===== config.mk =====
export PLATFORM = sky130hd
export DESIGN_NAME = ptr_data_fetch
export DESIGN_NICKNAME = d
export VERILOG_FILES = /design/src/rtl/list_pkg.sv /design/src/rtl/ptr_data_fetch_chk.sv /design/src/rtl/ptr_data_fifo.sv /design/src/rtl/ptr_data_fetch.sv
export SDC_FILE = /design/constraint.sdc
export NUM_CORES = 1
export LEC_CHECK = 0
export BUFFER_PORTS_ARGS = -buffer_cell sky130_fd_sc_hd__buf_2
export CAP_MARGIN = 40
export CORE_AREA = 3 3 168 88
export CTS_CLUSTER_SIZE = 14
export DETAILED_ROUTE_END_ITERATION = 10
export DIE_AREA = 0 0 171 91
export GPL_TIMING_DRIVEN = 0
export PLACE_DENSITY = 0.78
export SYNTH_ARGS = -nofsm -noshare
export SYNTH_HDL_FRONTEND = slang
export SYNTH_SLANG_ARGS = --single-unit
export TNS_END_PERCENT = 20

===== constraint.sdc =====
create_clock -name clk -period 5.7 [get_ports clk]
set_input_delay 0.57 -clock clk [delete_from_list [all_inputs] [get_ports clk]]
set_output_delay 0.57 -clock clk [all_outputs]
set_load 0.005 [all_outputs]

===== src/rtl/list_pkg.sv =====
// Shared linked-list definitions: node count, pointer width and pointer type.
// The walker and every pointer consumer import this package.
package list_pkg;
  parameter int n = 16;
  localparam int w_ptr = $clog2(n);
  typedef logic [w_ptr-1:0] ptr_t;
endpackage


===== src/rtl/ptr_data_fetch_chk.sv =====
// Occupancy checker: FIFO count must equal accepted pushes minus pops since reset.
module ptr_data_fetch_chk #(
  parameter int DEPTH = 4,
  parameter int W_CNT = $clog2(DEPTH + 1)
) (
  input logic             clk,
  input logic             rst,
  input logic             i_push_ok,
  input logic             i_pop_ok,
  input logic [W_CNT-1:0] i_count
);
  logic [31:0] r_occ;

  // Independent reference occupancy built from handshake events.
  always_ff @(posedge clk or negedge rst) begin
    if (!rst) begin
      r_occ <= 32'd0;
    end else begin
      r_occ <= r_occ + {31'd0, i_push_ok} - {31'd0, i_pop_ok};
    end
  end

  a_occ : assert property (@(posedge clk) disable iff (!rst) 32'(i_count) == r_occ);
  a_max : assert property (@(posedge clk) disable iff (!rst) 32'(i_count) <= 32'(DEPTH));
endmodule


===== src/rtl/ptr_data_fifo.sv =====
// Synchronous FIFO with occupancy count; a push into a full FIFO is still
// accepted when a pop frees a slot on the same edge.
module ptr_data_fifo #(
  parameter int DEPTH = 4,
  parameter int W     = 12,
  parameter int W_CNT = $clog2(DEPTH + 1)
) (
  input  logic             clk,
  input  logic             rst,
  input  logic             i_push,
  input  logic [W-1:0]     i_din,
  input  logic             i_pop,
  output logic [W-1:0]     o_dout,
  output logic             o_full,
  output logic             o_empty,
  output logic [W_CNT-1:0] o_count,
  output logic             o_push_ok,
  output logic             o_pop_ok
);
  localparam int W_IDX = $clog2(DEPTH);

  logic [W-1:0]     r_mem [DEPTH];
  logic [W_IDX-1:0] r_wr_idx;
  logic [W_IDX-1:0] r_rd_idx;
  logic [W_CNT-1:0] r_count;
  logic             w_push_ok;
  logic             w_pop_ok;

  assign o_full    = (r_count == W_CNT'(DEPTH));
  assign o_empty   = (r_count == W_CNT'(0));
  assign w_pop_ok  = i_pop & ~o_empty;
  assign w_push_ok = i_push & (~o_full | w_pop_ok);
  assign o_push_ok = w_push_ok;
  assign o_pop_ok  = w_pop_ok;
  assign o_count   = r_count;
  assign o_dout    = r_mem[r_rd_idx];

  // Payload storage; contents are don't-care until written.
  always_ff @(posedge clk) begin
    if (w_push_ok) begin
      r_mem[r_wr_idx] <= i_din;
    end
  end

  // Indices wrap naturally because DEPTH is a power of two.
  always_ff @(posedge clk or negedge rst) begin
    if (!rst) begin
      r_wr_idx <= W_IDX'(0);
      r_rd_idx <= W_IDX'(0);
      r_count  <= W_CNT'(0);
    end else begin
      if (w_push_ok) r_wr_idx <= r_wr_idx + W_IDX'(1);
      if (w_pop_ok)  r_rd_idx <= r_rd_idx + W_IDX'(1);
      case ({w_push_ok, w_pop_ok})
        2'b10:   r_count <= r_count + W_CNT'(1);
        2'b01:   r_count <= r_count - W_CNT'(1);
        default: r_count <= r_count;
      endcase
    end
  end
endmodule


===== src/rtl/ptr_data_fetch.sv =====
// Fetches the node payload for each non-null walker pointer and queues
// {ptr, data} for a valid/ready consumer; beats that find no room are dropped.
module ptr_data_fetch
  import list_pkg::*;
#(
  parameter int W_DATA = 8,
  parameter int DEPTH  = 4,
  parameter int W_CNT  = $clog2(DEPTH + 1)
) (
  input  logic              clk,
  input  logic              rst,
  input  ptr_t              in_ptr,
  input  logic              in_vld,
  input  logic              wr_en,
  input  ptr_t              wr_addr,
  input  logic [W_DATA-1:0] wr_data,
  output ptr_t              out_ptr,
  output logic [W_DATA-1:0] out_data,
  output logic              out_vld,
  input  logic              out_rdy,
  output logic [W_CNT-1:0]  count,
  output logic              ovf,
  input  logic              clr_ovf,
  output logic [7:0]        drop_cnt
);
  localparam int W_FIFO = w_ptr + W_DATA;

  logic [W_DATA-1:0] r_ram [n];
  logic [W_DATA-1:0] r_rdata;
  ptr_t              r_s1_ptr;
  logic              r_s1_vld;
  logic              r_ovf;
  logic [7:0]        r_drop_cnt;
  logic              w_take;
  logic              w_empty;
  logic              w_full;
  logic              w_push_ok;
  logic              w_pop_ok;
  logic              w_drop;
  logic [W_FIFO-1:0] w_head;

  assign w_take = in_vld & (in_ptr != ptr_t'(0));
  assign w_drop = r_s1_vld & ~w_push_ok;

  // Payload RAM: nonblocking read and write on one edge give read-first behaviour.
  always_ff @(posedge clk) begin
    if (wr_en) begin
      r_ram[wr_addr] <= wr_data;
    end
    if (w_take) begin
      r_rdata <= r_ram[in_ptr];
    end
  end

  // Stage S1 pointer/valid; null pointers never enter the pipe.
  always_ff @(posedge clk or negedge rst) begin
    if (!rst) begin
      r_s1_vld <= 1'b0;
      r_s1_ptr <= ptr_t'(0);
    end else begin
      r_s1_vld <= w_take;
      if (w_take) r_s1_ptr <= in_ptr;
    end
  end

  ptr_data_fifo #(.DEPTH(DEPTH), .W(W_FIFO), .W_CNT(W_CNT)) u_fifo (
    .clk      (clk),
    .rst      (rst),
    .i_push   (r_s1_vld),
    .i_din    ({r_s1_ptr, r_rdata}),
    .i_pop    (out_rdy),
    .o_dout   (w_head),
    .o_full   (w_full),
    .o_empty  (w_empty),
    .o_count  (count),
    .o_push_ok(w_push_ok),
    .o_pop_ok (w_pop_ok)
  );

  // Sticky overflow and saturating drop counter; a drop beats a same-edge clear.
  always_ff @(posedge clk or negedge rst) begin
    if (!rst) begin
      r_ovf      <= 1'b0;
      r_drop_cnt <= 8'd0;
    end else if (w_drop) begin
      r_ovf      <= 1'b1;
      r_drop_cnt <= clr_ovf ? 8'd1 : ((r_drop_cnt == 8'hFF) ? 8'hFF : r_drop_cnt + 8'd1);
    end else if (clr_ovf) begin
      r_ovf      <= 1'b0;
      r_drop_cnt <= 8'd0;
    end else begin
      r_ovf      <= r_ovf;
      r_drop_cnt <= r_drop_cnt;
    end
  end

  assign out_vld  = ~w_empty;
  assign out_ptr  = w_head[W_FIFO-1:W_DATA];
  assign out_data = w_head[W_DATA-1:0];
  assign ovf      = r_ovf;
  assign drop_cnt = r_drop_cnt;

  ptr_data_fetch_chk #(.DEPTH(DEPTH), .W_CNT(W_CNT)) u_chk (
    .clk      (clk),
    .rst      (rst),
    .i_push_ok(w_push_ok),
    .i_pop_ok (w_pop_ok),
    .i_count  (count)
  );

  logic w_unused;
  assign w_unused = w_full;
endmodule


==> flow_results.org, run 1 <==
** Synthesis
- Among all cell types in the netlist, the one instantiated most often is sky130_fd_sc_hd__edfxtp_1.
- Post-Synthesis Net Count :: about 420
- Predominant post-synthesis flop cell :: sky130_fd_sc_hd__edfxtp_1
- Mean instance size in the synthesized netlist :: a little over 20 sq um
- Proportion of synthesized chip area in sequential cells :: 0.758
- Number of synthesized flops with an enable pin :: 184
- Counting flops with an async set or reset pin after synthesis yields a share of 0.102.
- YS warnings :: 0
- The largest total area in the synthesized netlist belongs to sky130_fd_sc_hd__edfxtp_1.
- Synthesis handed over a netlist of just under 400 instances.
- Count of state elements after synthesis :: 205
- Synth unique cells :: 43
- By area the synthesized netlist is led by sky130_fd_sc_hd__edfxtp_1 69%, sky130_fd_sc_hd__mux4_2 12%, sky130_fd_sc_hd__dfrtp_1 6.6%, sky130_fd_sc_hd__o22ai_1 1.3%, sky130_fd_sc_hd__nor2_1 1.1%.
- Ranked by instance count, the synthesized netlist is headed by 184 x sky130_fd_sc_hd__edfxtp_1, 44 x sky130_fd_sc_hd__mux4_2, 24 x sky130_fd_sc_hd__nor2_1.
- The share of synthesized area in the top cell type comes to 0.692.
- In this run the cell area of the synthesized design comes to around 8000 sq um.

** GRT
- Number of global-route vias before repair :: between 3000 and 4000
- Entering global routing, the biggest net connects 22 pins.
- The initial antenna violation count was 2.
- Across every metal layer, demand over resource in global routing totals 0.203.
- First-pass GRT wire length :: roughly 24000 um
- Gr ovfl total :: 0

** STA
- The max-slew violation total from the final report came to 0.
- Setup repair after global routing left no endpoint under its margin.
- Counting I/O delays and the setup requirement, the final critical path takes approximately 2.5 ns.
- Fin crit share :: 0.446
- Fmax :: ~0.39 GHz
- In the final timing run, aggregate negative setup slack is 0 ns.
- Number of setup violations in the final report :: 0
- Final hold vios :: 0
- Actual transition at the worst max-transition pin :: between 0.7 and 0.8 ns
- Worst slew margin relative to its limit :: 0.475
- On the final layout, the worst hold slack is roughly 0.04 ns.
- Setup skew after layout :: 0.0173 ns

** Clock tree
- H-tree levels :: 1
- In this run, post-CTS repair resized a total of 0 instances.
- After clock tree synthesis, the clock-pin slew on the worst setup and hold paths is approximately 0.060 ns.
- TritonCTS clock tree :: done
- Clock tree synthesis found a total of 205 sinks.
- The root buffer cell chosen for the clock tree is sky130_fd_sc_hd__clkbuf_16.
- Buffers added to address setup during post-CTS repair amount to 0.
- Longest Clk Path Bufs :: 3
- The later pin in the worst-skew pair is clocked with a latency of around 0.48 ns.
- TritonCTS created 19 clock buffers.
- Buffers inserted to repair hold after CTS numbered 0.

** Pwr
- Across the VDD grid, the largest voltage drop is 0.178 mV.
- Standby leakage power :: 3.07 nW
- Total power divided by cell area :: 389 nW/um^2

** Setup path
- The number of cells on the worst reg-to-reg path is 10.
- For the worst setup path, the data arrival time is slightly below 2 ns.
- Data required time of the worst path :: 5.13 ns
- Critical path launch point type :: register
- The endpoint identified for the worst register-to-register timing path is u_fifo.o_count[2].
- STA classifies the critical path endpoint as an output port.
- Tracing the worst setup path back leads to its startpoint at u_fifo.r_rd_idx[0].
- The slowest stage of the critical path is the sky130_fd_sc_hd__mux4_2 cell.
- Critical path start-end classification :: reg2out
- Endpoint of the worst setup timing path :: out_ptr[1]
- The critical path goes through buf_2, buf_4, mux4_2, buf_2.
- CP max stage delay :: ~0.57 ns
- Instance count on the critical path :: 4
- Together, buffers and inverters on the worst path number 3.
- Kind of cell with the highest combined delay on the critical path :: buffers and inverters
- Worst-path fanout max :: 10
- The startpoint identified for the worst register-to-register timing path is u_fifo.o_count[0].
- Most frequent cell on the critical path :: sky130_fd_sc_hd__buf_2
- R2R setup slack :: ~3.4 ns

** Route
- Number of remaining DRC errors :: 0
- After detailed routing, the number of vias per cell comes to 6.16.
- The routed layout has roughly 4000 vias.
- In the final routed layout, each cell accounts on average for 23.0 um.
- WL final :: between 15000 and 20000 um
- Number of detailed-routing iterations run before antenna repair :: 5
- In this run the remaining antenna-violating nets after routing total 0.
- The first routing iteration left around 420 violations.

** Placed design
- Half-perimeter wire length after placement :: roughly 9700 um
- The congestion estimate from routability-driven global placement came to between 0.7 and 0.8.
- Buffers on Ports :: 44

** Floorplanning
- The initial utilization of the core area, before any placement, comes to 0.594.
- Width of the chip :: 171 um
- For this design the top-level I/O count stands at 47.
- Number of standard-cell rows in the floorplan :: 30
- From bottom edge to top edge, the die measures between 90 and 100 um.
- The floorplan step defined a core boundary enclosing about 13000 sq um.
- The die covers 15600 sq um.

** Hold path
- Worst hold path type :: in2async

** Cells and area
- Area added between synthesis and finish :: 13.0%
- In the final layout, the share of cells above drive strength 1 is 0.279.
- Final Net Count :: a little under 500

** Job
- Max-cap violations :: 0

** Status
- Run status :: completed
[flip-flops by register name, indices dropped and copies added (netlist names)]
| name | flops |
|---|---|
| r_rdata | 8 |
| r_ram | 128 |
| u_fifo.r_wr_idx | 2 |
| r_s1_ptr | 4 |
| ovf | 1 |
| u_fifo.r_mem | 48 |
| r_s1_vld | 1 |
| u_fifo.r_rd_idx | 2 |
| drop_cnt | 8 |
| u_fifo.o_count | 3 |
[where the power goes]
part	leakage [nW]	internal, mW	switching [mW]	total [mW]
registers	1.94	1.77	0.0585	1.83
clock network	0.270	0.670	0.506	1.18
logic	0.862	0.241	0.262	0.503
[cell type report]
type / instances / area [sq um]
inverters: 9 / 33.8
plain buffers: 16 / 116
clock buffers: 29 / 513
flip-flops and latches: 205 / 6050
multi-input cells: 164 / 1780
diodes: 1 / 2.50
repair buffers: 48 / 248
well taps: 176 / 220
clock inverters: 5 / 55.1
fillers: 856 / 4420
[cells by family after synthesis]
logic type,share of synthesized area
adders and majority gates,0.0119
AOI/OAI and AO/OA,0.0295
and+or+nand+nor,0.0500
xor gates and xnor gates,0.00658
muxes,0.125
buffers and inverters,0.0188
DFF,0.758
[placed cells by master (no fill, tap or decap), types with 4 or more instances in the layout]
master and count:
sky130_fd_sc_hd__clkbuf_16 19, sky130_fd_sc_hd__buf_4 5, sky130_fd_sc_hd__o22ai_1 16, sky130_fd_sc_hd__a21oi_1 4
sky130_fd_sc_hd__nor3_1 11, sky130_fd_sc_hd__and2_1 5, sky130_fd_sc_hd__mux4_2 44, sky130_fd_sc_hd__nor2_1 24
sky130_fd_sc_hd__edfxtp_1 184, sky130_fd_sc_hd__inv_1 9, sky130_fd_sc_hd__a22o_1 4, sky130_fd_sc_hd__clkbuf_1 13
sky130_fd_sc_hd__nand2b_1 5, sky130_fd_sc_hd__nand2_1 6, sky130_fd_sc_hd__dfrtp_1 21, sky130_fd_sc_hd__nor4_1 5
sky130_fd_sc_hd__buf_2 50, sky130_fd_sc_hd__ha_1 6
[per-stage QoR]
step	cells	total power [mW]	utilization	instance area (sq um)	setup WS, ns
after floorplan	394	2.18	-	7980	3.53
after global placement	614	2.35	0.627	8420	3.14
after detailed placement	618	2.37	0.629	8450	3.18
after CTS	652	3.54	0.671	9020	3.13
after global routing	652	3.67	0.671	9020	3.06
final	653	3.51	0.671	9020	3.16
[routing by layer]
metal  vias up  part of all wire  track usage
li1       1745                 -            -
met1      2022              0.43        0.311
met2       216              0.45        0.300
met3        37             0.084       0.0496
met4         4             0.026       0.0529
met5         -            0.0012            0
[worst min-delay path by stage]
stage,end,slack (ns),cells past startpoint
final,r_s1_ptr[2],0.04,1
after detailed placement,u_fifo.r_mem[2][2],0.49,0
after global placement,u_fifo.r_mem[2][6],0.48,0
after floorplan,drop_cnt[0],0.27,0
after global routing,r_s1_vld,0.08,1
after CTS,r_s1_ptr[2],0.05,1
No activity file was read; power rests on OpenSTA's default activity.
==> inputs of run 2 (changes only) <==
==> constraint.sdc (replaced) <==
create_clock -name clk -period 2.6 [get_ports clk]
set_input_delay 0.26 -clock clk [delete_from_list [all_inputs] [get_ports clk]]
set_output_delay 0.26 -clock clk [all_outputs]
set_load 0.005 [all_outputs]
==> run 2 against run 1 <==
Utilization rose by 0.074 points. Clock skew rose by 0.0015 ns. Wire length fell by 0.69%. Die area did not move. Clock power rose by 120%. Critical path type is now reg2reg.
==> flow_results.org, run 2 (synthesized netlist as in run 1, its figures left out) <==
** Route
- The pre-antenna-repair detailed-routing pass consisted of 5 iterations.
- Summing over every cut layer, the via total after detailed routing is about 4000.
- After detailed routing, the number of remaining DRC violations is 0.
- Dividing the detail-routed via count by the number of cells gives a little over 6.
- In this run, the number of DRC markers left after iteration 0 of detailed routing was between 400 and 500.
- WL final :: about 15000 um
- Remaining antenna violation count :: 0
- Dividing the detail-routed wire length by the instance count gives approximately 23 um.

** GRT
- First-pass GRT wire length :: ~24000 um
- Global-route total usage across every layer :: 0.203
- For this run the aggregate overflow at the end of global routing stands at 0.
- Largest net degree at the start of global routing :: 22
- Number of global-route vias before repair :: 3987
- The initial antenna violation count was 2.

** Setup path
- Reg-to-Reg End :: u_fifo.o_count[2]
- R2R setup slack :: between 0.2 and 0.3 ns
- Critical path start-end classification :: reg2reg
- Of all nets on the critical path, the largest fanout is 8.
- The startpoint identified for the worst register-to-register timing path is u_fifo.o_count[0].
- The worst setup path is captured at a register.
- For the worst setup path, the data arrival time is 2.72 ns.
- Register-to-Register Path Depth :: 10
- Data required time of the worst path :: ~3 ns
- Critical path launch point type :: register

** STA
- The hold violation count in the final report is 0.
- Actual transition at the worst max-transition pin :: 0.786 ns
- RSZ-0062 raised after global routing :: false
- For the final routed database, the setup TNS stands at 0 ns.
- Derived from the worst setup path, the maximum achievable clock frequency is 0.430 GHz.
- Headroom to the max-slew limit came out at 0.474.
- Setup violations remaining at the end of the flow were counted as 0.
- Post-layout minimum cycle time :: approximately 2.3 ns
- Min Hold Slack :: between 0.1 and 0.15 ns
- Fin crit share :: 0.895
- Setup skew after layout :: 0.0189 ns
- Slew Viols, Final :: 0

** Cells and area
- Most frequent cells in the layout :: 184 x sky130_fd_sc_hd__edfxtp_1, 50 x sky130_fd_sc_hd__buf_2, 44 x sky130_fd_sc_hd__mux4_2
- Post-Layout Inst Area :: 9030 sq um
- The register with the most flip-flops in the layout has ~130 of them.
- Ranked by flip-flop count, first place goes to r_ram.
- Fraction of final layout cells sized beyond drive strength 1 :: 0.279
- From synthesis to final layout, the design area changed by 13.1%.
- Measured on the finished design, the core utilization comes to 0.672.
- The largest registers in the layout are r_ram (128), u_fifo.r_mem (48).
- Final Net Count :: ~490
- Most common library cell in the layout ignoring fill and taps :: sky130_fd_sc_hd__edfxtp_1

** Floorplanning
- # IOs :: between 40 and 50
- In this run the core area contains 30 standard-cell rows.
- Floorplan die area :: between 15000 and 20000 sq um
- The initial utilization of the core area, before any placement, comes to 0.594.
- Width of the chip :: between 150 and 200 um
- Chip Height :: 91 um
- Placeable core area :: around 13000 sq um

** Pwr
- Of the total power, combinational logic draws 0.143.
- Of the total power, registers draw 0.522.
- Reported net switching power :: around 1.8 mW
- Of the total power, the share spent switching nets is 0.235.
- The analysis attributes to cell leakage a power of just over 3 nW.
- Cell internal power was estimated by the tool at a little under 6 mW.
- Of the total power, the clock network draws 0.335.
- In this run the power density over the cells is roughly 850 nW/um^2.
- IR analysis of the VDD net gives a maximum drop of between 0.3 and 0.4 mV.

** Placed design
- During placement, the flow inserted port buffers numbering 44.
- At the end of routability-driven placement, the weighted congestion stood at between 0.7 and 0.8.
- The placed instances occupy a cell area of roughly 8500 sq um.
- Half-perimeter wire length after placement :: a little under 10000 um

** Status
- Run status :: completed

** Clock tree
- Number of clock buffers inserted by TritonCTS :: 19
- H-tree levels :: 1
- Longest Clk Path Bufs :: 3
- Worst-Skew Late Latency :: approximately 0.49 ns
- Number of gates resized after CTS :: 0
- CTS clk-pin slew, worst paths :: 0.07 ns
- TritonCTS built the clock tree.
- The number of hold buffers added after CTS was 1.
- Counting every sink on the clock net gives just over 200.
- Number of buffers inserted to repair setup after CTS :: 0
- The tree is rooted in a sky130_fd_sc_hd__clkbuf_16.

** Hold path
- Hold Path Stages :: 2
- The tightest min-delay check is of the in2reg type.
- Startpoint of the lowest-slack hold path :: in_vld
- Destination of the worst hold path :: r_s1_ptr[2]

** Job
- Max-cap violations :: 0
-- run 2: area by class of cell --
| type | count | area, sq um |
|---|---|---|
| Sequential cell | 205 | 6050 |
| Fill cell | 855 | 4410 |
| Multi-Input combinational cell | 164 | 1780 |
| Clock buffer | 29 | 513 |
| Timing Repair Buffer | 49 | 258 |
| Tap cell | 176 | 220 |
| Buffer | 16 | 116 |
| Clock inverter | 5 | 55.1 |
| Inverter | 9 | 33.8 |
| Antenna cell | 1 | 2.50 |
-- run 2: worst max-delay path, stage by stage, from the launching register on --
cell and delay, ns:
sky130_fd_sc_hd__dfrtp_1 0.45, sky130_fd_sc_hd__nor4b_4 0.41, sky130_fd_sc_hd__nor2b_1 0.08, sky130_fd_sc_hd__clkbuf_1 0.20, sky130_fd_sc_hd__inv_1 0.10, sky130_fd_sc_hd__ha_1 0.17, sky130_fd_sc_hd__inv_1 0.06, sky130_fd_sc_hd__fa_1 0.37
sky130_fd_sc_hd__xor2_1 0.15, sky130_fd_sc_hd__nor2_1 0.11, sky130_fd_sc_hd__xor2_1 0.15
-- run 2: per-stage QoR --
stage               power [mW]  setup slack [ns]  std cells
finish                    7.70             0.274        654
global route              8.04             0.104        653
CTS                       7.75             0.238        653
detailed placement        5.20             0.262        618
global placement          5.15             0.317        614
floorplan                 4.77             0.514        394
-- run 2: worst max path at each step --
stage | start | endpoint | slack (ns) | cells after the start
4_1_cts | u_fifo.o_count[0] | u_fifo.o_count[2] | 0.24 | 10
5_1_grt | u_fifo.o_count[0] | u_fifo.o_count[2] | 0.10 | 10
2_1_floorplan | u_fifo.o_count[0] | u_fifo.o_count[2] | 0.51 | 10
3_5_place_dp | u_fifo.o_count[0] | u_fifo.o_count[2] | 0.26 | 10
3_3_place_gp | u_fifo.o_count[0] | u_fifo.o_count[2] | 0.32 | 10
6_report | u_fifo.o_count[0] | u_fifo.o_count[2] | 0.27 | 10
-- run 2: routing by layer --
| layer | part of all wire | track usage | vias to the layer above |
|---|---|---|---|
| met2 | 0.46 | 0.300 | 196 |
| li1 | - | - | 1746 |
| met1 | 0.43 | 0.311 | 2002 |
| met5 | 0.0012 | 0 | - |
| met3 | 0.085 | 0.0496 | 37 |
| met4 | 0.026 | 0.0529 | 4 |
-- run 2: power groups by stage --
stage / sequential (mW) / clock (mW) / combinational, mW
3_5_place_dp: 4.09 / 0 / 1.11
4_1_cts: 4.02 / 2.61 / 1.12
3_3_place_gp: 4.07 / 0 / 1.09
2_1_floorplan: 4.05 / 0 / 0.724
6_report: 4.02 / 2.58 / 1.10
5_1_grt: 4.05 / 2.77 / 1.23
==> inputs of run 3 (changes only) <==
--- a/config.mk
+++ b/config.mk
@@ -7,10 +7,10 @@
 export LEC_CHECK = 0
 export BUFFER_PORTS_ARGS = -buffer_cell sky130_fd_sc_hd__buf_2
 export CAP_MARGIN = 40
-export CORE_AREA = 3 3 168 88
+export CORE_AREA = 2 2 167 87
 export CTS_CLUSTER_SIZE = 14
 export DETAILED_ROUTE_END_ITERATION = 10
-export DIE_AREA = 0 0 171 91
+export DIE_AREA = 0 0 169 89
 export GPL_TIMING_DRIVEN = 0
 export PLACE_DENSITY = 0.78
 export SYNTH_ARGS = -nofsm -noshare
==> run 3 against run 2 <==
Count of clock-buffer cells in the layout up 1. Sequential share of layout area about the same. Setup slack better by 0.010 ns. Flip-flop and latch count unchanged. Maximum frequency up 0.45%. Final area about the same. Non-clock buffer count unchanged. Critical path depth unchanged. Global-route usage up 0.51 points. Utilization about the same. Clock skew down 0.012 ns. Total power down 0.23%. Critical path type unchanged. Critical endpoint unchanged. Largest cell class unchanged.
==> flow_results.org, run 3 (synthesized netlist as in run 1, its figures left out) <==
** STA
- The max-slew violation total from the final report is 0.
- Final hold vios :: 0
- At the pin with the least slew margin, the transition time is about 0.80 ns.
- Min Hold Slack :: approximately 0.12 ns
- PnR worst setup slack :: about 0.28 ns
- Post-layout minimum cycle time :: between 2 and 2.5 ns
- Number of setup violations in the final report :: 0
- Final-layout setup total negative slack :: 0 ns
- Headroom to the max-slew limit came out at 0.462.
- Dividing the final minimum period by the clock period gives 0.891.
- Fmax :: approximately 0.43 GHz
- Clock skew on the completed layout was measured at between 0.006 and 0.007 ns.
- RSZ-0062 raised after global routing :: false

** Cells and area
- Max FFs per register :: about 130
- Most common library cell in the layout ignoring fill and taps :: sky130_fd_sc_hd__edfxtp_1
- Final Net Count :: between 400 and 500
- Fraction of final layout cells sized beyond drive strength 1 :: 0.283
- Antenna cells :: 0
- Largest registers ranked by flip-flop count :: r_ram (128), u_fifo.r_mem (48)
- The library cells used most frequently in the layout, excluding fill and tap cells, are 184 x sky130_fd_sc_hd__edfxtp_1, 52 x sky130_fd_sc_hd__buf_2, 44 x sky130_fd_sc_hd__mux4_2.
- The register with the most flip-flops in the final layout is r_ram.
- Relative to the synthesized area, the layout overhead comes to 13.1%.

** Status
- Run status :: completed

** Pwr
- Largest vdd supply drop :: between 0.4 and 0.5 mV
- Power spread over the standard cell area amounts to between 800 and 900 nW/um^2.
- Summed over all cells, the static leakage comes to ~3 nW.
- Power after layout :: around 7.7 mW

** Setup path
- Kind of cell with the highest combined delay on the critical path :: simple AND/OR/NAND/NOR gates
- STA classifies the critical path endpoint as a register.
- Cell chain of the critical path :: nor4b_4, nor2b_1, clkbuf_1, inv_1, ha_1, inv_1, fa_1, xor2_1, nor2_1, xor2_1
- For the worst setup path, the data arrival time is 2.71 ns.
- CP max stage delay :: 0.44 ns
- Critical path start-end classification :: reg2reg
- Among all stages on the critical path, the largest delay is contributed by sky130_fd_sc_hd__dfrtp_1.
- WP buf/inv :: 3
- Worst-path fanout max :: 8
- Critical path launch point type :: register
- STA puts the critical path data required time at 3.00 ns.

** Clock tree
- Worst-Skew Late Latency :: approximately 0.47 ns
- TritonCTS built the clock tree.
- Longest Clk Path Bufs :: 3
- Number of buffers inserted to repair setup after CTS :: 0
- H-tree levels :: 1
- After clock tree synthesis, the clock-pin slew on the worst setup and hold paths is roughly 0.060 ns.
- Num Clock Sinks :: 205
- The root buffer cell chosen for the clock tree is sky130_fd_sc_hd__clkbuf_16.
- Number of clock buffers inserted by TritonCTS :: 19

** Route
- Number of vias after detailed routing :: a little over 4000
- Number of detailed-routing iterations run before antenna repair :: 6
- In the routed design, unresolved DRC markers number 0.
- WL final :: between 15000 and 20000 um
- Detailed router's first-iteration violation count :: approximately 480
- Once detail routing completed, the nets flagged for antenna violations numbered 0.
- Routed vias/inst :: between 6 and 7
- In the final routed layout, each cell accounts on average for roughly 23 um.

** GRT
- After global routing the overflow that remains totals 0.
- For this run, the total global-route usage over all layers was measured as 0.208.
- Initial antenna violation count :: 1
- First-pass GRT wire length :: between 20000 and 25000 um
- Entering global routing, the biggest net connects 22 pins.
- Number of global-route vias before repair :: around 3800

** Floorplanning
- The core region is between 10000 and 15000 sq um.
- The die is between 80 and 90 um tall.
- Row generation in the floorplan step produced 30 rows.
- The die is approximately 170 um wide.
- Effective utilization at floorplan :: 0.594
- The die covers between 15000 and 20000 sq um.
- 47 I/O pins were placed.

** Job
- Max-cap violations :: 0

** Placed design
- Buffers on Ports :: between 40 and 50
- At the end of routability-driven placement, the weighted congestion stood at 0.783.
- Half-perimeter wire length after placement :: 9600 um
- At the placement stage, the worst setup path has a slack of between 0.2 and 0.3 ns.

** Hold path
- The worst hold path belongs to the class in2reg.
run 3: changes by cell type in the layout (fill, tap and decap cells not counted):
cell / delta
sky130_fd_sc_hd__buf_2: +2
sky130_fd_sc_hd__buf_4: -2
sky130_fd_sc_hd__clkbuf_8: +3
sky130_fd_sc_hd__diode_2: -1
sky130_fd_sc_hd__bufinv_16: -1
sky130_fd_sc_hd__clkinv_4: +1
sky130_fd_sc_hd__clkinvlp_4: -1
sky130_fd_sc_hd__clkbuf_1: -2
run 3: timing repair:
item | in CTS | in global routing
resized for setup | 0 | 0
endpoints found under the hold margin | 21 | 0
hold buffers | 1 | 0
run 3: where the power goes:
part | leakage, nW | switching, mW | internal (mW) | total [mW]
registers | 1.94 | 0.127 | 3.89 | 4.02
clock network | 0.279 | 1.11 | 1.45 | 2.56
logic | 0.866 | 0.576 | 0.531 | 1.11
total | 3.09 | 1.81 | 5.87 | 7.68
run 3: final timing paths:
kind                                   startpoint                 end  slack, ns  depth (start not counted)
worst min register to register         r_rdata[2]  u_fifo.r_mem[0][2]       0.51                          0
min in group asynchronous                     rst  u_fifo.r_rd_idx[0]       0.28                          2
worst min-delay path                       in_vld         r_s1_ptr[2]       0.12                          2
worst max register to register  u_fifo.o_count[0]   u_fifo.o_count[2]       0.28                         10
max in group asynchronous                     rst         r_s1_ptr[0]       1.98                          2
worst max-delay path            u_fifo.o_count[0]   u_fifo.o_count[2]       0.28                         10
run 3: worst reg2reg max path: cells and delay by family (launching register included):
kind | cells | cell delay, ns
simple gates | 3 | 0.62
fa+ha+maj | 2 | 0.54
flops | 1 | 0.44
buf+inv | 3 | 0.34
xor+xnor | 2 | 0.30
run 3: layer usage:
layer | GRT usage | share of wire | vias up
li1 | - | - | 1750
met1 | 0.298 | 0.42 | 2033
met2 | 0.332 | 0.47 | 215
met3 | 0.0562 | 0.098 | 24
met4 | 0.0474 | 0.020 | 2
met5 | 0 | 0.00073 | -
run 3: cell type report:
type                       count  area [sq um]
multi-input combinational    164          1780
buffer                        16           116
clock inverter                 4          26.3
tap                          176           220
sequential                   205          6050
inverter                       9          33.8
clock buffer                  30           547
timing repair buffer          49           253
fill                         864          4410
run 3: through the flow:
| step | instances | instance area (sq um) | utilization |
|---|---|---|---|
| floorplan | 394 | 7980 | - |
| global placement | 614 | 8420 | 0.627 |
| detailed placement | 618 | 8450 | 0.629 |
| CTS | 653 | 9030 | 0.672 |
| global route | 653 | 9030 | 0.672 |
| finish | 653 | 9030 | 0.672 |
